## config.mk

```make
export PLATFORM = sky130hd
export DESIGN_NAME = spmv_row_dispatch_flat
export DESIGN_NICKNAME = d
export VERILOG_FILES = /design/src/rtl/spmv_pkg.sv /design/src/rtl/spmv_row_dispatch_if.sv /design/src/rtl/axis_reg_slice.sv /design/src/rtl/spmv_row_dispatch.sv /design/src/flat_wrapper.sv
export SDC_FILE = /design/constraint.sdc
export NUM_CORES = 1
export LEC_CHECK = 0
export ABC_AREA = 0
export BUFFER_PORTS_ARGS = -buffer_cell sky130_fd_sc_hd__buf_2
export CAP_MARGIN = 20
export CORE_MARGIN = 1
export CORE_UTILIZATION = 25
export DETAILED_ROUTE_END_ITERATION = 6
export GPL_ROUTABILITY_DRIVEN = 0
export PLACE_DENSITY = 0.54
export SLEW_MARGIN = 20
export SYNTH_ARGS = -nofsm -noshare
export SYNTH_HDL_FRONTEND = slang
export SYNTH_SLANG_ARGS = --single-unit
export TNS_END_PERCENT = 1
```

## constraint.sdc

```tcl
create_clock -name clk -period 21 [get_ports clk]
set_clock_uncertainty 0.1 [all_clocks]
set_input_delay 0 -clock clk [delete_from_list [all_inputs] [get_ports clk]]
set_output_delay 0 -clock clk [all_outputs]
set_load 0.05 [all_outputs]
```

## src/rtl/spmv_pkg.sv

```systemverilog
`default_nettype none
// ============================================================================
// Module      : spmv_pkg
// Description : Shared widths, FSM state type and output-slot types for the
//               SpMV row dispatcher.
// Revision    : 1.0 - initial release
// ============================================================================
package spmv_pkg;

    localparam int DEF_PTR_W  = 32;
    localparam int DEF_DATA_W = 64;

    typedef enum logic [1:0] {
        ST_IDLE  = 2'd0,
        ST_FETCH = 2'd1,
        ST_ISSUE = 2'd2,
        ST_DRAIN = 2'd3
    } state_t;

    typedef struct packed {
        logic [DEF_DATA_W-1:0] data;
        logic                  valid;
    } data_slot_t;

    typedef struct packed {
        logic [DEF_PTR_W-1:0] data;
        logic                 valid;
    } times_slot_t;

endpackage
`default_nettype wire

```

## src/rtl/spmv_row_dispatch_if.sv

```systemverilog
`default_nettype none
// ============================================================================
// Module      : spmv_row_dispatch_if
// Description : Stream and status bundle between CSR/x fetch, the row
//               dispatcher and the dot-product engine.
// Revision    : 1.0 - initial release
// ============================================================================
interface spmv_row_dispatch_if
    import spmv_pkg::*;
#(
    parameter int PTR_W  = DEF_PTR_W,
    parameter int DATA_W = DEF_DATA_W
);
    logic [PTR_W-1:0]  s_axis_rowptr_tdata;
    logic              s_axis_rowptr_tvalid;
    logic              s_axis_rowptr_tready;
    logic              s_axis_rowptr_tlast;
    logic [DATA_W-1:0] s_axis_val_tdata;
    logic              s_axis_val_tvalid;
    logic              s_axis_val_tready;
    logic [DATA_W-1:0] s_axis_x_tdata;
    logic              s_axis_x_tvalid;
    logic              s_axis_x_tready;
    logic [PTR_W-1:0]  m_axis_times_tdata;
    logic              m_axis_times_tvalid;
    logic              m_axis_times_tready;
    logic [DATA_W-1:0] m_axis_a_tdata;
    logic              m_axis_a_tvalid;
    logic              m_axis_a_tready;
    logic [DATA_W-1:0] m_axis_b_tdata;
    logic              m_axis_b_tvalid;
    logic              m_axis_b_tready;
    logic [PTR_W-1:0]  rows_done;
    logic              done;
    logic              err;

    // Dispatcher view
    modport slave (
        input  s_axis_rowptr_tdata, s_axis_rowptr_tvalid, s_axis_rowptr_tlast,
        output s_axis_rowptr_tready,
        input  s_axis_val_tdata, s_axis_val_tvalid,
        output s_axis_val_tready,
        input  s_axis_x_tdata, s_axis_x_tvalid,
        output s_axis_x_tready,
        output m_axis_times_tdata, m_axis_times_tvalid,
        input  m_axis_times_tready,
        output m_axis_a_tdata, m_axis_a_tvalid,
        input  m_axis_a_tready,
        output m_axis_b_tdata, m_axis_b_tvalid,
        input  m_axis_b_tready,
        output rows_done, done, err
    );

    // Environment view (fetch logic plus dot engine)
    modport master (
        output s_axis_rowptr_tdata, s_axis_rowptr_tvalid, s_axis_rowptr_tlast,
        input  s_axis_rowptr_tready,
        output s_axis_val_tdata, s_axis_val_tvalid,
        input  s_axis_val_tready,
        output s_axis_x_tdata, s_axis_x_tvalid,
        input  s_axis_x_tready,
        input  m_axis_times_tdata, m_axis_times_tvalid,
        output m_axis_times_tready,
        input  m_axis_a_tdata, m_axis_a_tvalid,
        output m_axis_a_tready,
        input  m_axis_b_tdata, m_axis_b_tvalid,
        output m_axis_b_tready,
        input  rows_done, done, err
    );

endinterface
`default_nettype wire

```

## src/rtl/axis_reg_slice.sv

```systemverilog
`default_nettype none
// ============================================================================
// Module      : axis_reg_slice
// Description : Single-entry registered output slot with valid/ready.
// Revision    : 1.0 - initial release
// ============================================================================
module axis_reg_slice #(
    parameter int WIDTH = 64
) (
    input  logic             clk,
    input  logic             rst,
    input  logic             i_load,
    input  logic [WIDTH-1:0] i_data,
    output logic             o_free,
    output logic [WIDTH-1:0] o_tdata,
    output logic             o_tvalid,
    input  logic             i_tready
);

    logic [WIDTH-1:0] r_data;
    logic             r_valid;

    // Free when empty or being emptied this cycle, so a reload can overlap
    assign o_free   = ~r_valid | i_tready;
    assign o_tdata  = r_data;
    assign o_tvalid = r_valid;

    always_ff @(posedge clk or posedge rst) begin
        if (rst) begin
            r_data  <= '0;
            r_valid <= 1'b0;
        end else if (i_load) begin
            r_data  <= i_data;
            r_valid <= 1'b1;
        end else if (i_tready) begin
            r_valid <= 1'b0;
        end
    end

endmodule
`default_nettype wire

```

## src/rtl/spmv_row_dispatch.sv

```systemverilog
`default_nettype none
// ============================================================================
// Module      : spmv_row_dispatch
// Description : Turns CSR row pointers plus aligned val/x streams into
//               per-row TIMES counts and paired A/B operands.
// Revision    : 1.0 - initial release
// ============================================================================
module spmv_row_dispatch
    import spmv_pkg::*;
#(
    parameter int PTR_W  = DEF_PTR_W,
    parameter int DATA_W = DEF_DATA_W
) (
    input  logic                clk,
    input  logic                rst,
    spmv_row_dispatch_if.slave  bus
);

    state_t           r_state;
    state_t           w_state_nxt;
    logic             r_run;
    logic [PTR_W-1:0] r_prev_ptr;
    logic [PTR_W-1:0] r_remaining;
    logic [PTR_W-1:0] r_rows_done;
    logic             r_last;
    logic             r_done;
    logic             r_err;

    logic             w_times_free;
    logic             w_times_valid;
    logic             w_a_free;
    logic             w_a_valid;
    logic             w_b_free;
    logic             w_b_valid;
    logic             w_ptr_ready;
    logic             w_ptr_fire;
    logic             w_ptr_down;
    logic             w_pair_fire;
    logic             w_times_load;
    logic             w_times_fire;
    logic [PTR_W-1:0] w_times;

    // r_run keeps every input ready low until the first cycle after reset
    assign w_ptr_ready  = r_run & ((r_state == ST_IDLE) |
                                   ((r_state == ST_FETCH) & w_times_free));
    assign w_ptr_fire   = w_ptr_ready & bus.s_axis_rowptr_tvalid;
    assign w_ptr_down   = bus.s_axis_rowptr_tdata < r_prev_ptr;
    assign w_times      = w_ptr_down ? '0 : bus.s_axis_rowptr_tdata - r_prev_ptr;
    assign w_times_load = w_ptr_fire & (r_state == ST_FETCH);
    assign w_times_fire = w_times_valid & bus.m_axis_times_tready;
    // A pair moves only as a unit, so val and x can never split
    assign w_pair_fire  = r_run & (r_state == ST_ISSUE) & bus.s_axis_val_tvalid &
                          bus.s_axis_x_tvalid & w_a_free & w_b_free;

    assign bus.s_axis_rowptr_tready = w_ptr_ready;
    assign bus.s_axis_val_tready    = w_pair_fire;
    assign bus.s_axis_x_tready      = w_pair_fire;
    assign bus.rows_done            = r_rows_done;
    assign bus.done                 = r_done;
    assign bus.err                  = r_err;

    always_ff @(posedge clk or posedge rst) begin
        if (rst) begin
            r_state <= ST_IDLE;
        end else begin
            r_state <= w_state_nxt;
        end
    end

    always_comb begin
        w_state_nxt = r_state;
        case (r_state)
            ST_IDLE: begin
                if (w_ptr_fire && !bus.s_axis_rowptr_tlast) begin
                    w_state_nxt = ST_FETCH;
                end
            end
            ST_FETCH: begin
                if (w_ptr_fire) begin
                    if (w_times != '0) begin
                        w_state_nxt = ST_ISSUE;
                    end else if (bus.s_axis_rowptr_tlast) begin
                        w_state_nxt = ST_DRAIN;
                    end
                end
            end
            ST_ISSUE: begin
                if (w_pair_fire && (r_remaining == PTR_W'(1))) begin
                    w_state_nxt = r_last ? ST_DRAIN : ST_FETCH;
                end
            end
            ST_DRAIN: begin
                if (!w_times_valid && !w_a_valid && !w_b_valid) begin
                    w_state_nxt = ST_IDLE;
                end
            end
            default: w_state_nxt = ST_IDLE;
        endcase
    end

    always_ff @(posedge clk or posedge rst) begin
        if (rst) begin
            r_run       <= 1'b0;
            r_prev_ptr  <= '0;
            r_remaining <= '0;
            r_rows_done <= '0;
            r_last      <= 1'b0;
            r_done      <= 1'b0;
            r_err       <= 1'b0;
        end else begin
            r_run  <= 1'b1;
            r_done <= 1'b0;
            if (w_times_fire) begin
                r_rows_done <= r_rows_done + PTR_W'(1);
            end
            case (r_state)
                ST_IDLE: begin
                    if (w_ptr_fire) begin
                        r_prev_ptr  <= bus.s_axis_rowptr_tdata;
                        r_rows_done <= '0;
                        r_done      <= bus.s_axis_rowptr_tlast;
                    end
                end
                ST_FETCH: begin
                    if (w_ptr_fire) begin
                        r_prev_ptr  <= bus.s_axis_rowptr_tdata;
                        r_remaining <= w_times;
                        r_last      <= bus.s_axis_rowptr_tlast;
                        if (w_ptr_down) begin
                            r_err <= 1'b1;
                        end
                    end
                end
                ST_ISSUE: begin
                    if (w_pair_fire) begin
                        r_remaining <= r_remaining - PTR_W'(1);
                    end
                end
                ST_DRAIN: begin
                    if (w_state_nxt == ST_IDLE) begin
                        r_done     <= 1'b1;
                        r_prev_ptr <= '0;
                    end
                end
                default: ;
            endcase
        end
    end

    axis_reg_slice #(.WIDTH(PTR_W)) u_times_slot (
        .clk      (clk),
        .rst      (rst),
        .i_load   (w_times_load),
        .i_data   (w_times),
        .o_free   (w_times_free),
        .o_tdata  (bus.m_axis_times_tdata),
        .o_tvalid (w_times_valid),
        .i_tready (bus.m_axis_times_tready)
    );

    axis_reg_slice #(.WIDTH(DATA_W)) u_a_slot (
        .clk      (clk),
        .rst      (rst),
        .i_load   (w_pair_fire),
        .i_data   (bus.s_axis_val_tdata),
        .o_free   (w_a_free),
        .o_tdata  (bus.m_axis_a_tdata),
        .o_tvalid (w_a_valid),
        .i_tready (bus.m_axis_a_tready)
    );

    axis_reg_slice #(.WIDTH(DATA_W)) u_b_slot (
        .clk      (clk),
        .rst      (rst),
        .i_load   (w_pair_fire),
        .i_data   (bus.s_axis_x_tdata),
        .o_free   (w_b_free),
        .o_tdata  (bus.m_axis_b_tdata),
        .o_tvalid (w_b_valid),
        .i_tready (bus.m_axis_b_tready)
    );

    assign bus.m_axis_times_tvalid = w_times_valid;
    assign bus.m_axis_a_tvalid     = w_a_valid;
    assign bus.m_axis_b_tvalid     = w_b_valid;

endmodule
`default_nettype wire

```

## src/flat_wrapper.sv

```systemverilog
// flat-port wrapper written by rule: the top's interface ports become plain ports
module spmv_row_dispatch_flat import spmv_pkg::*;
#(
    parameter int PTR_W  = DEF_PTR_W,
    parameter int DATA_W = DEF_DATA_W
)
  (clk, rst, bus_s_axis_rowptr_tdata, bus_s_axis_rowptr_tvalid, bus_s_axis_rowptr_tlast, bus_s_axis_rowptr_tready, bus_s_axis_val_tdata, bus_s_axis_val_tvalid, bus_s_axis_val_tready, bus_s_axis_x_tdata, bus_s_axis_x_tvalid, bus_s_axis_x_tready, bus_m_axis_times_tdata, bus_m_axis_times_tvalid, bus_m_axis_times_tready, bus_m_axis_a_tdata, bus_m_axis_a_tvalid, bus_m_axis_a_tready, bus_m_axis_b_tdata, bus_m_axis_b_tvalid, bus_m_axis_b_tready, bus_rows_done, bus_done, bus_err);
  spmv_row_dispatch_if #(.PTR_W(PTR_W), .DATA_W(DATA_W)) bus_i ();
  input  logic clk;
  input  logic rst;
  input wire logic [$bits(bus_i.s_axis_rowptr_tdata)-1:0] bus_s_axis_rowptr_tdata;
  input wire logic [$bits(bus_i.s_axis_rowptr_tvalid)-1:0] bus_s_axis_rowptr_tvalid;
  input wire logic [$bits(bus_i.s_axis_rowptr_tlast)-1:0] bus_s_axis_rowptr_tlast;
  output wire logic [$bits(bus_i.s_axis_rowptr_tready)-1:0] bus_s_axis_rowptr_tready;
  input wire logic [$bits(bus_i.s_axis_val_tdata)-1:0] bus_s_axis_val_tdata;
  input wire logic [$bits(bus_i.s_axis_val_tvalid)-1:0] bus_s_axis_val_tvalid;
  output wire logic [$bits(bus_i.s_axis_val_tready)-1:0] bus_s_axis_val_tready;
  input wire logic [$bits(bus_i.s_axis_x_tdata)-1:0] bus_s_axis_x_tdata;
  input wire logic [$bits(bus_i.s_axis_x_tvalid)-1:0] bus_s_axis_x_tvalid;
  output wire logic [$bits(bus_i.s_axis_x_tready)-1:0] bus_s_axis_x_tready;
  output wire logic [$bits(bus_i.m_axis_times_tdata)-1:0] bus_m_axis_times_tdata;
  output wire logic [$bits(bus_i.m_axis_times_tvalid)-1:0] bus_m_axis_times_tvalid;
  input wire logic [$bits(bus_i.m_axis_times_tready)-1:0] bus_m_axis_times_tready;
  output wire logic [$bits(bus_i.m_axis_a_tdata)-1:0] bus_m_axis_a_tdata;
  output wire logic [$bits(bus_i.m_axis_a_tvalid)-1:0] bus_m_axis_a_tvalid;
  input wire logic [$bits(bus_i.m_axis_a_tready)-1:0] bus_m_axis_a_tready;
  output wire logic [$bits(bus_i.m_axis_b_tdata)-1:0] bus_m_axis_b_tdata;
  output wire logic [$bits(bus_i.m_axis_b_tvalid)-1:0] bus_m_axis_b_tvalid;
  input wire logic [$bits(bus_i.m_axis_b_tready)-1:0] bus_m_axis_b_tready;
  output wire logic [$bits(bus_i.rows_done)-1:0] bus_rows_done;
  output wire logic [$bits(bus_i.done)-1:0] bus_done;
  output wire logic [$bits(bus_i.err)-1:0] bus_err;
  assign bus_i.s_axis_rowptr_tdata = bus_s_axis_rowptr_tdata;
  assign bus_i.s_axis_rowptr_tvalid = bus_s_axis_rowptr_tvalid;
  assign bus_i.s_axis_rowptr_tlast = bus_s_axis_rowptr_tlast;
  assign bus_s_axis_rowptr_tready = bus_i.s_axis_rowptr_tready;
  assign bus_i.s_axis_val_tdata = bus_s_axis_val_tdata;
  assign bus_i.s_axis_val_tvalid = bus_s_axis_val_tvalid;
  assign bus_s_axis_val_tready = bus_i.s_axis_val_tready;
  assign bus_i.s_axis_x_tdata = bus_s_axis_x_tdata;
  assign bus_i.s_axis_x_tvalid = bus_s_axis_x_tvalid;
  assign bus_s_axis_x_tready = bus_i.s_axis_x_tready;
  assign bus_m_axis_times_tdata = bus_i.m_axis_times_tdata;
  assign bus_m_axis_times_tvalid = bus_i.m_axis_times_tvalid;
  assign bus_i.m_axis_times_tready = bus_m_axis_times_tready;
  assign bus_m_axis_a_tdata = bus_i.m_axis_a_tdata;
  assign bus_m_axis_a_tvalid = bus_i.m_axis_a_tvalid;
  assign bus_i.m_axis_a_tready = bus_m_axis_a_tready;
  assign bus_m_axis_b_tdata = bus_i.m_axis_b_tdata;
  assign bus_m_axis_b_tvalid = bus_i.m_axis_b_tvalid;
  assign bus_i.m_axis_b_tready = bus_m_axis_b_tready;
  assign bus_rows_done = bus_i.rows_done;
  assign bus_done = bus_i.done;
  assign bus_err = bus_i.err;
  spmv_row_dispatch #(.PTR_W(PTR_W), .DATA_W(DATA_W)) u_core (.clk(clk), .rst(rst), .bus(bus_i));
endmodule
```

* Yosys cells after proc, flatten, opt, wreduce, memory -nomap -nowiden
Index checks and enable logic that the tools add are counted.
Storage, ports and cells: flip-flop bits (word level) 265, word-level logic and storage cells 91
Operators by class: $add $sub $neg 3, $lt $le $gt $ge 1, equality and inequality tests 8, mux-type cells 27, bitwise operators 17, reductions and logical operators 21
Operator list (count):
- $mux W32 | 8
- $pmux W32 S2 | 2
- $add A32 B1 Y32 const B | 1
- $eq A32 B1 Y1 const B | 1
- $lt A32 B32 Y1 | 1
- $reduce_bool A32 Y1 | 1
- $sub A32 B1 Y32 const B | 1
- $sub A32 B32 Y32 | 1
- $mux W2 | 7
- $and A1 B1 Y1 | 10
- $reduce_bool A2 Y1 | 5
- $reduce_and A3 Y1 | 3
- $mux W1 | 8
- $ne A2 B1 Y1 const B | 4
- $pmux W2 S4 | 1
- $eq A2 B2 Y1 const B | 2
- $logic_and A1 B1 Y1 | 4
- $logic_not A1 Y1 | 4
- $logic_not A2 Y1 | 2
- $or A1 B1 Y1 | 4
- $not A1 Y1 | 3
- $eq A2 B1 Y1 const B | 1
- $pmux W1 S2 | 1
- $reduce_and A2 Y1 | 1
- $reduce_or A2 Y1 | 1

* Longest topological paths before layout
Gate-level depths: netlist of run 1.
depth after elaboration 12, gate-level depth with buffers 15

* Hierarchy
From an unflattened synthesis of run 1, not the netlist that was laid out.
Second synthesis, totals: cells, all modules 1345, area, all modules 14577.7 um^2
By module, submodules not included:
- spmv_row_dispatch | instances 1, cells an instance 995, area each 7955.1 um^2
- axis_reg_slice (u_core.u_a_slot ...) | instances 2, cells an instance 139, area each 2620.0 um^2
- axis_reg_slice (u_core.u_times_slot) | instances 1, cells an instance 72, area each 1382.6 um^2

* Least setup slack after synthesis of run 1
Ideal clock, no wire load.
path type reg-to-reg, start point register u_core.r_prev_ptr[0], end point register u_core.r_prev_ptr[0], arrival 3.179 ns, setup slack 17.596 ns, cell stages (with the launch flop) 15, path buffers 1, clock period less this slack 3.404 ns, cell sequence dfrtp_1 > ha_1 > fa_1 > nand2b_1 > a21oi_1 > o21ai_1 > a211oi_1 > or2_4 > xnor2_1 > and3_1 > nand2_1 > o31a_4 > nor2_8 > buf_12 > o21ai_2
Between the ends: cells in the longest elaborated chain, start to end 9, elaborated cells between the ends (all ways) 10
Ends and longest elaborated chain:
- from (decl) | line spmv_row_dispatch.sv:22 | logic [PTR_W-1:0] r_prev_ptr;
- from (signal assigned) | line spmv_row_dispatch.sv:119 | r_prev_ptr <= bus.s_axis_rowptr_tdata;
- from (signal assigned) | line spmv_row_dispatch.sv:126 | r_prev_ptr <= bus.s_axis_rowptr_tdata;
- $sub A32 B32 Y32 or $lt A32 B32 Y1 (tied branches) | line spmv_row_dispatch.sv:48, spmv_row_dispatch.sv:47
- $mux W32 (*) | line spmv_row_dispatch.sv:48 | assign w_times = w_ptr_down ? '0 : bus.s_axis_rowptr_tdata - r_prev_ptr;
- $reduce_bool A32 Y1 (*) | line spmv_row_dispatch.sv:80 | if (w_times != '0) begin
- $mux W2 (*) | line spmv_row_dispatch.sv:80
- $mux W2 (*) | line spmv_row_dispatch.sv:79 | if (w_ptr_fire) begin
- $pmux W2 S4 (*) | line spmv_row_dispatch.sv:72 | case (r_state)
- named net u_core.w_state_nxt[1] | line spmv_row_dispatch.sv:20 | state_t w_state_nxt;
- $logic_not A2 Y1 (*) | line spmv_row_dispatch.sv:140 | if (w_state_nxt == ST_IDLE) begin
- $ne A2 B1 Y1 (no source line) (*)
- $reduce_and A3 Y1 (no source line) (*)
Mark *: on every way through the listed nets, which the timed path passes. The rest lies on a longest branch. A chain may end at the register's enable or synchronous reset.

* Worst setup path after layout of run 1
start point register u_core.r_prev_ptr[0], end point register u_core.r_prev_ptr[13]
The elaborated chain is that of the path after synthesis.

==> Implementation_results.wiki, run 1 <==
{| class="wikitable"
! Metric !! Value
|-
| Result of the run || finished clean
|-
| Global route overflow || 0
|-
| Worst vdd ir || 69.9 uV
|-
| Hold Path Depth || 6
|-
| Detailed Route Iter0 Violations || 659
|-
| Maximum fanout encountered on the critical timing path || 33
|-
| Detailed-route DRC error count || 0
|-
| Detailed Place HPWL || 32,100 microns
|-
| Leading register cell type out of synthesis || sky130_fd_sc_hd__dfrtp_1
|-
| Share of power burned in combinational logic || 0.538
|-
| Sink of the worst hold path || u_core.r_state[1]$_DFF_PP0_
|-
| Final total negative setup slack || 0 ns
|-
| Internal power component || 1.53 mW
|-
| Area added between synthesis and finish || 37.8%
|-
| RSZ-0062 raised after global routing || false
|-
| Leading cell type in the layout, fill and taps excluded || sky130_fd_sc_hd__buf_2
|-
| Tot GR Track Use || 0.156
|-
| Post-synthesis net count || 1,556
|-
| Router iterations before antenna repair || 5
|-
| Signal arrival time at the worst endpoint || 4.58 ns
|-
| Number of maximum-capacitance violations || 0
|-
| Average wire length per cell after detail routing || 17.3 microns
|-
| Number of resized instances in the post-cts repair step || 0
|-
| Die Span Y || 237 microns
|-
| Leak pwr || 9.31 nW
|-
| Post-synthesis instance total || 1,345
|-
| Routed met1 length || 19,500 microns
|-
| Total standard cell area after synthesis || 13,800 sq um
|-
| Area used by sequential logic in the layout || 6630 sq um
|-
| Proportion of synthesized flip-flops having asynchronous set or reset || 1.00
|-
| Synth unique cells || 83
|-
| CP startpoint kind || register
|-
| Layout cells sized above 1 || 0.334
|-
| Tmin final || 4.28 ns
|-
| # setup viols final || 0
|-
| CTS tree || done
|-
| Number of global-route vias before repair || 12,400
|-
| Clk_lat worst skew || 0.54 ns
|-
| Met2 Wirelength || 21,200 microns
|-
| Critical path class || reg -> reg
|-
| Remaining number of nets flagged by the antenna check after routing || 0
|-
| Yosys reg bits || 265
|-
| Fill count || 5,523
|-
| Number of placed instances, taps included || 2,347
|-
| Most frequent cells in the layout || 368 x sky130_fd_sc_hd__buf_2, 265 x sky130_fd_sc_hd__dfrtp_1, 166 x sky130_fd_sc_hd__nand2_1, 166 x sky130_fd_sc_hd__dlygate4sd3_1, 128 x sky130_fd_sc_hd__mux2_2
|-
| Maximum clock frequency || 233 MHz
|-
| Area of combinational cells with multiple inputs || 6680 sq um
|-
| Total die area || 56,300 sq um
|-
| Wire length after detailed routing || 44,400 microns
|-
| Top cells by area in the synthesized netlist || sky130_fd_sc_hd__dfrtp_1 48%, sky130_fd_sc_hd__mux2_2 10%, sky130_fd_sc_hd__nand2_1 4.5%
|-
| Clock share of power || 0.192
|-
| Post-synthesis cell type with the largest combined area || sky130_fd_sc_hd__dfrtp_1
|-
| Worst setup slack for register-to-register paths || 16.72 ns
|-
| Net Sw Frac || 0.492
|-
| Row count || 85
|-
| Final Max Slew Viols || 0
|-
| Antenna violations before repair || 4
|-
| Count of boundary I/O pins || 369
|-
| CTS Sinks || 265
|-
| Logic depth of the worst register-to-register path || 13
|-
| Setup Buffers After CTS || 0
|-
| Pin count of the biggest net entering global routing || 119
|-
| Final hold vios || 0
|-
| First-pass GRT wire length || 69,600 microns
|-
| Worst slew margin || 0.264
|-
| Portion of the clock cycle consumed by the worst path in the final layout || 0.204
|-
| Crit Reg-Reg Startpoint || u_core.r_prev_ptr[0]$_DFFE_PP0P_
|-
| Terminus of the critical flop-to-flop path || u_core.r_prev_ptr[13]$_DFFE_PP0P_
|-
| Met3 routed WL || 2100 microns
|-
| Starting density of the core || 0.255
|-
| Inserted Diodes || 0
|-
| CTS Buffer Depth || 3
|-
| Path class of the lowest-slack min-delay path || in -> reg
|-
| Number of buffers created by CTS || 35
|-
| Number of enable-type register cells in the synthesized netlist || 0
|-
| Highest layer used for signal routing || met5
|-
| Core Area || 54,200 sq um
|-
| Total of buffers placed on input and output ports || 368
|-
| Clock Root Buffer || sky130_fd_sc_hd__clkbuf_16
|-
| Kind of capture point of the worst setup path || register
|-
| Warnings from Yosys || 0
|-
| Seq/Total Area, Yosys || 0.479
|-
| Sequential share of power || 0.270
|-
| Required time at the worst-slack endpoint || 21.29 ns
|-
| Die extent in x || 237 microns
|-
| Drt via density || 4.73
|-
| Number of vias after detailed routing || 12,200
|-
| PD cells || 158 nW/um^2
|-
| Post-Layout Cell Count || 2,569
|-
| Average cell area after synthesis || 10.3 sq um
|-
| Launch instance of the worst min-delay path || bus_s_axis_rowptr_tvalid
|-
| Net count reported at finish || 2,065
|-
| Portion of synthesized cell area occupied by the leading cell type || 0.479
|-
| Count of H-tree levels built during CTS || 2
|-
| Psw || 1.48 mW
|-
| Least-Margin Pin Slew || 1.10 ns
|-
| Clock Pin Slew Worst Setup and Hold Paths || 0.06 ns
|}
==> cells in the mapped netlist, types with 3 or more instances <==
cell,instances
sky130_fd_sc_hd__or3_1,8
sky130_fd_sc_hd__clkbuf_1,54
sky130_fd_sc_hd__a22oi_1,34
sky130_fd_sc_hd__a22o_1,15
sky130_fd_sc_hd__mux2_2,128
sky130_fd_sc_hd__inv_1,52
sky130_fd_sc_hd__o21ai_1,12
sky130_fd_sc_hd__a21oi_1,65
sky130_fd_sc_hd__o21ai_2,32
sky130_fd_sc_hd__o31ai_1,21
sky130_fd_sc_hd__and2_1,7
sky130_fd_sc_hd__nor3_1,19
sky130_fd_sc_hd__dfrtp_1,265
sky130_fd_sc_hd__a21oi_2,8
sky130_fd_sc_hd__and3_1,18
sky130_fd_sc_hd__buf_2,12
sky130_fd_sc_hd__o22ai_1,11
sky130_fd_sc_hd__nand2_1,167
sky130_fd_sc_hd__xor2_1,34
sky130_fd_sc_hd__o21ai_0,76
sky130_fd_sc_hd__xnor2_1,20
sky130_fd_sc_hd__a31oi_1,5
sky130_fd_sc_hd__ha_1,41
sky130_fd_sc_hd__a32oi_1,6
sky130_fd_sc_hd__o32ai_1,4
sky130_fd_sc_hd__buf_12,3
sky130_fd_sc_hd__a21o_1,5
sky130_fd_sc_hd__nand2b_1,13
sky130_fd_sc_hd__nand4_1,18
sky130_fd_sc_hd__nor2_1,84
sky130_fd_sc_hd__and4_1,3
sky130_fd_sc_hd__a211o_1,3
sky130_fd_sc_hd__nor2b_1,8
sky130_fd_sc_hd__nor4_1,6
sky130_fd_sc_hd__o211ai_1,5
sky130_fd_sc_hd__mux2i_1,4
sky130_fd_sc_hd__nand3_1,20
==> logic make-up (layout without fill, tap and decap cells) <==
logic type / Yosys count / after routing / synth area share
simple gates: 388 / 388 / 0.132
compound gates: 335 / 335 / 0.167
other cells: 1 / 1 / 0.000271
fa+ha+maj: 42 / 42 / 0.0385
flops: 265 / 265 / 0.479
buf+inv: 126 / 654 / 0.0396
xor+xnor: 55 / 55 / 0.0354
mux: 133 / 133 / 0.108
==> final cells by class <==
class,instances,share of cell area
Clock inverter,9,0.00564
Sequential cell,265,0.348
Tap cell,696,0.0457
Inverter,53,0.0108
Multi-Input combinational cell,954,0.350
Clock buffer,47,0.0515
Timing Repair Buffer,545,0.188
==> power by group through the flow <==
stage          sequential (mW)  clock, mW  combinational (mW)
6_report                 0.812      0.578                1.62
2_1_floorplan             1.21          0               0.791
4_1_cts                  0.811      0.597                1.62
5_1_grt                  0.835      0.617                1.74
3_5_place_dp             0.817          0                1.60
3_3_place_gp             0.809          0                1.58
==> through the flow <==
| stage | power [mW] | hold slack (ns) | utilization | worst slack, ns | instance area, sq um |
|---|---|---|---|---|---|
| 2_1_floorplan | 2.00 | 0.0413 | - | 13.60 | 13800 |
| 3_3_place_gp | 2.39 | 0.132 | 0.301 | 16.71 | 16300 |
| 3_5_place_dp | 2.41 | 0.136 | 0.301 | 16.65 | 16300 |
| 4_1_cts | 3.03 | 0.0394 | 0.351 | 16.62 | 19100 |
| 5_1_grt | 3.19 | 0.0783 | 0.351 | 16.39 | 19100 |
| 6_report | 3.01 | 0.0687 | 0.351 | 16.72 | 19100 |
==> critical path: stages, from the launching register on <==
cell	delay, ns
sky130_fd_sc_hd__dfrtp_1	0.41
sky130_fd_sc_hd__ha_1	0.21
sky130_fd_sc_hd__fa_1	0.42
sky130_fd_sc_hd__nand2b_1	0.18
sky130_fd_sc_hd__a21oi_1	0.31
sky130_fd_sc_hd__o21ai_1	0.17
sky130_fd_sc_hd__a21oi_1	0.27
sky130_fd_sc_hd__a21oi_1	0.12
sky130_fd_sc_hd__xor2_1	0.34
sky130_fd_sc_hd__and3_1	0.22
sky130_fd_sc_hd__nand4_1	0.19
sky130_fd_sc_hd__o31a_4	0.44
sky130_fd_sc_hd__nor2_8	0.56
sky130_fd_sc_hd__o21ai_1	0.15
==> routing by layer <==
layer	vias to the layer above	GRT usage
met4	2	0.0631
met1	5919	0.205
met3	91	0.0272
met2	319	0.253
li1	5821	-
met5	-	0
==> state kept, by name, indices dropped and copies added, names as in the netlist <==
register	count
u_core.r_remaining	32
u_core.r_last	1
u_core.bus.rows_done	32
u_core.u_b_slot.o_tdata	64
u_core.u_times_slot.o_tvalid	1
u_core.u_a_slot.o_tdata	64
u_core.u_b_slot.o_tvalid	1
u_core.bus.err	1
u_core.r_prev_ptr	32
u_core.r_run	1
u_core.u_times_slot.o_tdata	32
u_core.u_a_slot.o_tvalid	1
u_core.bus.done	1
u_core.r_state	2
==> worst max path at each step <==
stage / startpoint / endpoint
final: u_core.r_prev_ptr[0]$_DFFE_PP0P_ / u_core.r_prev_ptr[13]$_DFFE_PP0P_
after global routing: u_core.r_prev_ptr[0]$_DFFE_PP0P_ / u_core.r_prev_ptr[13]$_DFFE_PP0P_
after CTS: u_core.r_prev_ptr[0]$_DFFE_PP0P_ / u_core.r_prev_ptr[13]$_DFFE_PP0P_
after detailed placement: u_core.r_prev_ptr[0]$_DFFE_PP0P_ / u_core.r_prev_ptr[13]$_DFFE_PP0P_
after global placement: u_core.r_prev_ptr[0]$_DFFE_PP0P_ / u_core.r_prev_ptr[13]$_DFFE_PP0P_
after floorplan: rst / u_core.bus.done$_DFF_PP0_
==> repair_timing <==
item	4_1_cts	5_1_grt
hold endpoints to repair	288	0
endpoints found under the setup margin	0	0
hold buffers	166	0
(Power assumes the default switching activity.)
==> run 2: changes to the inputs <==
==> constraint.sdc (replaced) <==
create_clock -name clk -period 4 [get_ports clk]
set_clock_uncertainty 0.1 [all_clocks]
set_input_delay 0 -clock clk [delete_from_list [all_inputs] [get_ports clk]]
set_output_delay 0 -clock clk [all_outputs]
set_load 0.05 [all_outputs]
==> run 2 against run 1 <==
Net effect: core utilization up 0.75 points; maximum frequency up 13%; worst hold slack worse by 0.029 ns; non-clock buffer count up 28; die area unchanged; worst setup slack worse by 16 ns; wire length up 3.9%; sequential share of layout area down 0.73 points; first-iteration DRC count up 2.7%; critical path type unchanged; largest power group unchanged.
==> Implementation_results.wiki, run 2 (synthesis results as in run 1) <==
{| class="wikitable"
! Metric !! Value
|-
| Leading cell type in the layout, fill and taps excluded || sky130_fd_sc_hd__buf_2 (unchanged)
|-
| Number of global-route vias before repair || 12,600 (was 12,400)
|-
| CTS tree || done (unchanged)
|-
| Maximum fanout encountered on the critical timing path || 23 (was 33)
|-
| Clock share of power || 0.197 (was 0.192)
|-
| Result of the run || finished clean (unchanged)
|-
| Leak pwr || 9.51 nW (was 9.31 nW)
|-
| Terminus of the critical flop-to-flop path || u_core.r_prev_ptr[14]$_DFFE_PP0P_ (was u_core.r_prev_ptr[13]$_DFFE_PP0P_)
|-
| Average wire length per cell after detail routing || 17.7 microns (was 17.3 microns)
|-
| CP startpoint kind || register (unchanged)
|-
| Least-Margin Pin Slew || 1.04 ns (was 1.10 ns)
|-
| Portion of the clock cycle consumed by the worst path in the final layout || 0.946 (was 0.204)
|-
| Router iterations before antenna repair || 5 (unchanged)
|-
| # setup viols final || 0 (unchanged)
|-
| Cell type of the slowest stage on the worst timing path || sky130_fd_sc_hd__a211oi_1 (was sky130_fd_sc_hd__nor2_8)
|-
| Final Max Slew Viols || 0 (unchanged)
|-
| Count of H-tree levels built during CTS || 2 (unchanged)
|-
| Path class of the lowest-slack min-delay path || in -> async (was in -> reg)
|-
| Detailed Route Iter0 Violations || 677 (was 659)
|-
| Clock Pin Slew Worst Setup and Hold Paths || 0.06 ns (about the same)
|-
| Wire length after detailed routing || 46,200 microns (was 44,400 microns)
|-
| Worst slew margin || 0.303 (was 0.264)
|-
| PD cells || 842 nW/um^2 (was 158 nW/um^2)
|-
| CTS Sinks || 265 (unchanged)
|-
| Starting density of the core || 0.255 (unchanged)
|-
| Psw || 7.95 mW (was 1.48 mW)
|-
| Maximum clock frequency || 264 MHz (was 233 MHz)
|-
| Fin worst setup slack || 0.217 ns (was 16.72 ns)
|-
| Number of maximum-capacitance violations || 0 (unchanged)
|-
| Area added between synthesis and finish || 40.8% (was 37.8%)
|-
| Worst setup slack for register-to-register paths || 0.22 ns (was 16.72 ns)
|-
| Area used by sequential logic in the layout || 6630 sq um (unchanged)
|-
| Tot GR Track Use || 0.161 (was 0.156)
|-
| Number of buffers created by CTS || 35 (unchanged)
|-
| Detailed Place HPWL || 33,400 microns (was 32,100 microns)
|-
| Power consumption || 16.4 mW (was 3.01 mW)
|-
| Number of vias after detailed routing || 12,400 (was 12,200)
|-
| First-pass GRT wire length || 71,500 microns (was 69,600 microns)
|-
| Area of combinational cells with multiple inputs || 6700 sq um (was 6680 sq um)
|-
| Fill count || 5,458 (was 5,523)
|-
| Required time at the worst-slack endpoint || 4.31 ns (was 21.29 ns)
|-
| Die extent in x || 237 microns (unchanged)
|-
| CTS Buffer Depth || 3 (unchanged)
|-
| Clk_lat worst skew || 0.54 ns (about the same)
|-
| Worst vdd ir || 368 uV (was 69.9 uV)
|-
| Count of boundary I/O pins || 369 (unchanged)
|-
| Net count reported at finish || 2,093 (was 2,065)
|-
| Tightest hold margin || 0.0393 ns (was 0.0687 ns)
|-
| Critical path's most frequent cell || sky130_fd_sc_hd__o21ai_1 (was sky130_fd_sc_hd__a21oi_1)
|-
| Most frequent cells in the layout || 368 x sky130_fd_sc_hd__buf_2, 265 x sky130_fd_sc_hd__dfrtp_1, 166 x sky130_fd_sc_hd__nand2_1, 166 x sky130_fd_sc_hd__dlygate4sd3_1, 128 x sky130_fd_sc_hd__mux2_2 (unchanged)
|-
| Drt via density || 4.76 (was 4.73)
|-
| Worst setup slack before clock tree synthesis || 0.133 ns (was 16.65 ns)
|-
| Share of power burned in combinational logic || 0.542 (was 0.538)
|-
| Critical path class || reg -> reg (unchanged)
|-
| Die Span Y || 237 microns (unchanged)
|-
| Crit Reg-Reg Startpoint || u_core.r_prev_ptr[0]$_DFFE_PP0P_ (unchanged)
|-
| Count of buffering cells on the critical path with inverters included || 1 (was 0)
|-
| Final total negative setup slack || 0 ns (unchanged)
|-
| Net Sw Frac || 0.485 (was 0.492)
|-
| Core Area || 54,200 sq um (unchanged)
|-
| Antenna violations before repair || 6 (was 4)
|-
| Remaining number of nets flagged by the antenna check after routing || 0 (unchanged)
|-
| Pin count of the biggest net entering global routing || 96 (was 119)
|-
| RSZ-0062 raised after global routing || false (unchanged)
|-
| Row count || 85 (unchanged)
|-
| Family of cells with the greatest summed delay on the critical path || compound AO/OA/AOI/OAI gates (unchanged)
|-
| Cell-by-cell listing of the critical path || ha_1 > fa_1 > nand2b_1 > a21oi_2 > o21ai_1 > a211oi_1 > or2_4 > xnor2_1 > and3_1 > nand2_1 > o31a_4 > nor2_8 > buf_12 > o21ai_1 (was ha_1 > fa_1 > nand2b_1 > a21oi_1 > o21ai_1 > a21oi_1 > a21oi_1 > xor2_1 > and3_1 > nand4_1 > o31a_4 > nor2_8 > o21ai_1)
|-
| Sequential share of power || 0.261 (was 0.270)
|-
| CP peak stage delay || 0.44 ns (was 0.56 ns)
|-
| Logic depth of the worst register-to-register path || 14 (was 13)
|-
| Layout cells sized above 1 || 0.349 (was 0.334)
|-
| Signal arrival time at the worst endpoint || 4.10 ns (was 4.58 ns)
|-
| Tmin final || 3.78 ns (was 4.28 ns)
|-
| Total die area || 56,300 sq um (unchanged)
|-
| Clock Root Buffer || sky130_fd_sc_hd__clkbuf_16 (unchanged)
|-
| Final hold vios || 0 (unchanged)
|-
| Global route overflow || 0 (unchanged)
|-
| Detailed-route DRC error count || 0 (unchanged)
|-
| Total of buffers placed on input and output ports || 368 (unchanged)
|-
| Internal power component || 8.44 mW (was 1.53 mW)
|-
| Kind of capture point of the worst setup path || register (unchanged)
|}
[run 2: changes by cell type in the layout (fill, tap and decap cells not counted), sizes merged]
| cell | previous run | this run |
|---|---|---|
| buf | 379 | 407 |
| bufinv | 2 | 3 |
| clkbuf | 47 | 49 |
| clkinv | 5 | 11 |
| diode | 0 | 3 |
| inv | 53 | 52 |
[run 2: per-layer routing]
layer / track usage / wire length (microns)
met3: 0.0334 / 2420
met2: 0.258 / 21500
met4: 0.0766 / 2020
met5: 0 / 39
met1: 0.207 / 20200
[run 2: power by group through the flow]
stage / Sequential [mW] / Clock (mW) / Combinational, mW
after floorplan: 6.37 / 0 / 4.15
after CTS: 4.26 / 3.33 / 8.86
after global placement: 4.26 / 0 / 8.65
after global routing: 4.39 / 3.43 / 9.54
final: 4.27 / 3.24 / 8.88
after detailed placement: 4.29 / 0 / 8.71
[run 2: worst reg2reg max path: stages (launching register included)]
cell and delay (ns):
sky130_fd_sc_hd__dfrtp_1 0.41, sky130_fd_sc_hd__ha_1 0.21, sky130_fd_sc_hd__fa_1 0.42, sky130_fd_sc_hd__nand2b_1 0.19, sky130_fd_sc_hd__a21oi_2 0.23, sky130_fd_sc_hd__o21ai_1 0.15, sky130_fd_sc_hd__a211oi_1 0.44, sky130_fd_sc_hd__or2_4 0.22
sky130_fd_sc_hd__xnor2_1 0.17, sky130_fd_sc_hd__and3_1 0.22, sky130_fd_sc_hd__nand2_1 0.07, sky130_fd_sc_hd__o31a_4 0.36, sky130_fd_sc_hd__nor2_8 0.14, sky130_fd_sc_hd__buf_12 0.20, sky130_fd_sc_hd__o21ai_1 0.12
[run 2: stage by stage]
stage,util,std cells,area [sq um]
after global routing,0.359,2607,19500
after global placement,0.305,2372,16500
after floorplan,-,1345,13800
after detailed placement,0.305,2372,16500
final,0.359,2608,19500
after CTS,0.358,2602,19400
[run 2: timing repair]
action | CTS | global route
hold endpoints to repair | 205 | 0
setup endpoints to repair | 0 | 35
gates resized for setup | 0 | 7
buffers inserted | 0 | 2
hold buffers | 166 | 0
[run 2: final cells by class]
| type | count | share of cell area |
|---|---|---|
| multi-input combinational | 954 | 0.344 |
| sequential | 265 | 0.341 |
| timing repair buffer | 573 | 0.199 |
| clock buffer | 49 | 0.0524 |
| tap | 696 | 0.0447 |
| inverter | 53 | 0.0104 |
| clock inverter | 15 | 0.00880 |
| antenna | 3 | 0.000386 |
[run 2: how the worst max path moves through the flow]
stage                                                 from                           endpoint  cells past startpoint
after floorplan                                        rst          u_core.bus.done$_DFF_PP0_                      1
final                     u_core.r_prev_ptr[0]$_DFFE_PP0P_  u_core.r_prev_ptr[14]$_DFFE_PP0P_                     14
after global routing      u_core.r_prev_ptr[0]$_DFFE_PP0P_  u_core.r_prev_ptr[14]$_DFFE_PP0P_                     14
after global placement    u_core.r_prev_ptr[0]$_DFFE_PP0P_  u_core.r_prev_ptr[13]$_DFFE_PP0P_                     14
after detailed placement  u_core.r_prev_ptr[0]$_DFFE_PP0P_  u_core.r_prev_ptr[14]$_DFFE_PP0P_                     14
after CTS                      u_core.r_state[1]$_DFF_PP0_              bus_s_axis_val_tready                      6
==> run 3: changes to the inputs <==
--- a/config.mk
+++ b/config.mk
@@ -8,11 +8,11 @@
 export ABC_AREA = 0
 export BUFFER_PORTS_ARGS = -buffer_cell sky130_fd_sc_hd__buf_2
 export CAP_MARGIN = 20
+export CORE_ASPECT_RATIO = 1.4
 export CORE_MARGIN = 1
 export CORE_UTILIZATION = 25
 export DETAILED_ROUTE_END_ITERATION = 6
 export GPL_ROUTABILITY_DRIVEN = 0
-export PLACE_DENSITY = 0.54
 export SLEW_MARGIN = 20
 export SYNTH_ARGS = -nofsm -noshare
 export SYNTH_HDL_FRONTEND = slang
==> constraint.sdc (replaced) <==
create_clock -name clk -period 4 [get_ports clk]
set_clock_uncertainty 0.1 [all_clocks]
set_input_delay 0 -clock clk [delete_from_list [all_inputs] [get_ports clk]]
set_output_delay 0 -clock clk [all_outputs]
set_load 0.005 [all_outputs]
==> run 3 against run 2 <==
Net effect: sequential share of layout area up 0.32 points; register-to-register slack about the same; non-clock buffer count is 7 higher; flip-flop and latch count unchanged; via count up 0.19%; critical path depth did not move; power is 16% lower; core utilization shrank 0.48 points; clock power is 15% lower; largest cell class unchanged.
==> Implementation_results.wiki, run 3 (synthesis results as in run 1) <==
{| class="wikitable"
! Metric !! Value
|-
| Result of the run || finished clean (unchanged)
|-
| Maximum clock frequency || 264 MHz (about the same)
|-
| Cell-by-cell listing of the critical path || inv_1 > ha_2 > o21ai_0 > a2111oi_4 > o31ai_2 > a21oi_2 > nor2_1 > xnor2_1 > nor4bb_1 > nand4_1 > o31a_4 > nor2_8 > buf_12 > o21ai_1 (was ha_1 > fa_1 > nand2b_1 > a21oi_2 > o21ai_1 > a211oi_1 > or2_4 > xnor2_1 > and3_1 > nand2_1 > o31a_4 > nor2_8 > buf_12 > o21ai_1)
|-
| Area of combinational cells with multiple inputs || 6700 sq um (about the same)
|-
| Net count reported at finish || 2,094 (was 2,093)
|-
| Die Span Y || 280 microns (was 237 microns)
|-
| Count of boundary I/O pins || 369 (unchanged)
|-
| Starting density of the core || 0.254 (was 0.255)
|-
| Tightest hold margin || 0.0257 ns (was 0.0393 ns)
|-
| Clock Root Buffer || sky130_fd_sc_hd__clkbuf_16 (unchanged)
|-
| Worst slew margin || 0.333 (was 0.303)
|-
| CP peak stage delay || 0.43 ns (was 0.44 ns)
|-
| Tot GR Track Use || 0.155 (was 0.161)
|-
| Area used by sequential logic in the layout || 6630 sq um (unchanged)
|-
| Critical path class || reg -> reg (unchanged)
|-
| Core Area || 54,500 sq um (was 54,200 sq um)
|-
| Fill count || 5,404 (was 5,458)
|-
| Final Max Slew Viols || 0 (unchanged)
|-
| Layout cells sized above 1 || 0.346 (was 0.349)
|-
| Worst vdd ir || 492 uV (was 368 uV)
|-
| Path class of the lowest-slack min-delay path || in -> async (unchanged)
|-
| Total of buffers placed on input and output ports || 368 (unchanged)
|-
| Cell type of the slowest stage on the worst timing path || sky130_fd_sc_hd__o31a_4 (was sky130_fd_sc_hd__a211oi_1)
|-
| CP startpoint kind || register (unchanged)
|-
| Number of maximum-capacitance violations || 0 (unchanged)
|-
| Average wire length per cell after detail routing || 17.1 microns (was 17.7 microns)
|-
| Leading cell type in the layout, fill and taps excluded || sky130_fd_sc_hd__buf_2 (unchanged)
|-
| Utilization of the core after routing || 0.354 (was 0.359)
|-
| Global route overflow || 0 (unchanged)
|-
| Detailed Route Iter0 Violations || 595 (was 677)
|-
| Die extent in x || 201 microns (was 237 microns)
|-
| Wire length after detailed routing || 44,900 microns (was 46,200 microns)
|-
| Detailed-route DRC error count || 0 (unchanged)
|-
| Number of vias after detailed routing || 12,400 (about the same)
|-
| Tmin final || 3.79 ns (was 3.78 ns)
|-
| First-pass GRT wire length || 70,800 microns (was 71,500 microns)
|-
| Drt via density || 4.74 (was 4.76)
|-
| Remaining number of nets flagged by the antenna check after routing || 0 (unchanged)
|-
| Most frequent cells in the layout || 368 x sky130_fd_sc_hd__buf_2, 265 x sky130_fd_sc_hd__dfrtp_1, 167 x sky130_fd_sc_hd__dlygate4sd3_1 (was 368 x sky130_fd_sc_hd__buf_2, 265 x sky130_fd_sc_hd__dfrtp_1, 166 x sky130_fd_sc_hd__nand2_1, 166 x sky130_fd_sc_hd__dlygate4sd3_1, 128 x sky130_fd_sc_hd__mux2_2)
|-
| Signal arrival time at the worst endpoint || 4.14 ns (was 4.10 ns)
|-
| Count of H-tree levels built during CTS || 1 (was 2)
|-
| Final total negative setup slack || 0 ns (unchanged)
|-
| Setup Buffers After CTS || 0 (unchanged)
|-
| CTS Sinks || 265 (unchanged)
|-
| Inserted Diodes || 0 (was 3)
|-
| Kind of capture point of the worst setup path || register (unchanged)
|-
| Area added between synthesis and finish || 39.4% (was 40.8%)
|-
| Detailed Place HPWL || 32,600 microns (was 33,400 microns)
|-
| PD cells || 710 nW/um^2 (was 842 nW/um^2)
|-
| Maximum fanout encountered on the critical timing path || 26 (was 23)
|-
| Number of buffers created by CTS || 29 (was 35)
|-
| Total die area || 56,300 sq um (about the same)
|-
| Number of global-route vias before repair || 12,600 (about the same)
|-
| Clock Pin Slew Worst Setup and Hold Paths || 0.06 ns (about the same)
|-
| Row count || 101 (was 85)
|-
| Clk_lat worst skew || 0.59 ns (was 0.54 ns)
|-
| Required time at the worst-slack endpoint || 4.35 ns (was 4.31 ns)
|-
| Portion of the clock cycle consumed by the worst path in the final layout || 0.947 (was 0.946)
|-
| Final hold vios || 0 (unchanged)
|-
| RSZ-0062 raised after global routing || false (unchanged)
|-
| Least-Margin Pin Slew || 0.996 ns (was 1.04 ns)
|-
| Router iterations before antenna repair || 6 (was 5)
|-
| CTS tree || done (unchanged)
|-
| Pin count of the biggest net entering global routing || 120 (was 96)
|-
| CTS Buffer Depth || 3 (unchanged)
|-
| Antenna violations before repair || 1 (was 6)
|-
| # setup viols final || 0 (unchanged)
|-
| Leak pwr || 9.42 nW (was 9.51 nW)
|}
==> run 3: cell type report <==
cell class                      count  share of cell area
Multi-Input combinational cell    954               0.347
Sequential cell                   265               0.344
Timing Repair Buffer              580               0.202
Tap cell                          721              0.0468
Clock buffer                       40              0.0424
Inverter                           53              0.0105
Clock inverter                     12             0.00713
==> run 3: worst paths after layout <==
kind | start | endpoint | slack, ns | cells after the start
worst max-delay path | u_core.r_prev_ptr[6]$_DFFE_PP0P_ | u_core.r_prev_ptr[13]$_DFFE_PP0P_ | 0.21 | 14
worst min-delay path | rst | u_core.u_b_slot.o_tdata[21]$_DFFE_PP0P_ | 0.03 | 3
worst max register to register | u_core.r_prev_ptr[6]$_DFFE_PP0P_ | u_core.r_prev_ptr[13]$_DFFE_PP0P_ | 0.21 | 14
worst min register to register | u_core.u_times_slot.o_tdata[29]$_DFFE_PP0P_ | u_core.u_times_slot.o_tdata[29]$_DFFE_PP0P_ | 0.37 | 2
max in group asynchronous | rst | u_core.r_state[0]$_DFF_PP0_ | 2.60 | 4
min in group clk | bus_s_axis_x_tdata[63] | u_core.u_b_slot.o_tdata[63]$_DFFE_PP0P_ | 0.08 | 3
==> run 3: where the power goes <==
group,switching [mW],internal (mW)
Sequential,0.654,3.62
Clock,1.18,1.56
Combinational,3.79,2.88
Total,5.63,8.06
==> run 3: what timing repair did <==
| item | 4_1_cts | 5_1_grt |
|---|---|---|
| endpoints found under the hold margin | 217 | 0 |
| endpoints found under the setup margin | 0 | 27 |
| hold buffers | 167 | 0 |
| gates resized for setup | 0 | 5 |
==> run 3: worst max-delay path: cells and delay by family (launching register included) <==
| kind | cells | cell delay, ns |
|---|---|---|
| xor gates and xnor gates | 1 | 0.21 |
| DFF | 1 | 0.37 |
| adders and majority gates | 1 | 0.40 |
| and+or+nand+nor | 4 | 0.78 |
| buffers and inverters | 2 | 0.26 |
| AOI/OAI and AO/OA | 6 | 1.49 |
==> run 3: per-layer routing <==
layer  up-vias  track usage  part of all wire
li1       5877            -                 -
met1      6131        0.189              0.40
met2       356        0.277              0.52
met3        84       0.0232             0.047
met4         0       0.0556             0.029
met5         -            0                 0
==> run 3: metrics by stage <==
step | total power, mW | worst slack (ns) | cells | cell area (sq um)
2_1_floorplan | 8.36 | 0.402 | 1345 | 13800
3_3_place_gp | 10.6 | 0.214 | 2406 | 16600
3_5_place_dp | 10.8 | 0.188 | 2406 | 16600
4_1_cts | 13.7 | 0.161 | 2625 | 19300
5_1_grt | 14.7 | 0.0118 | 2625 | 19300
6_report | 13.7 | 0.213 | 2625 | 19300
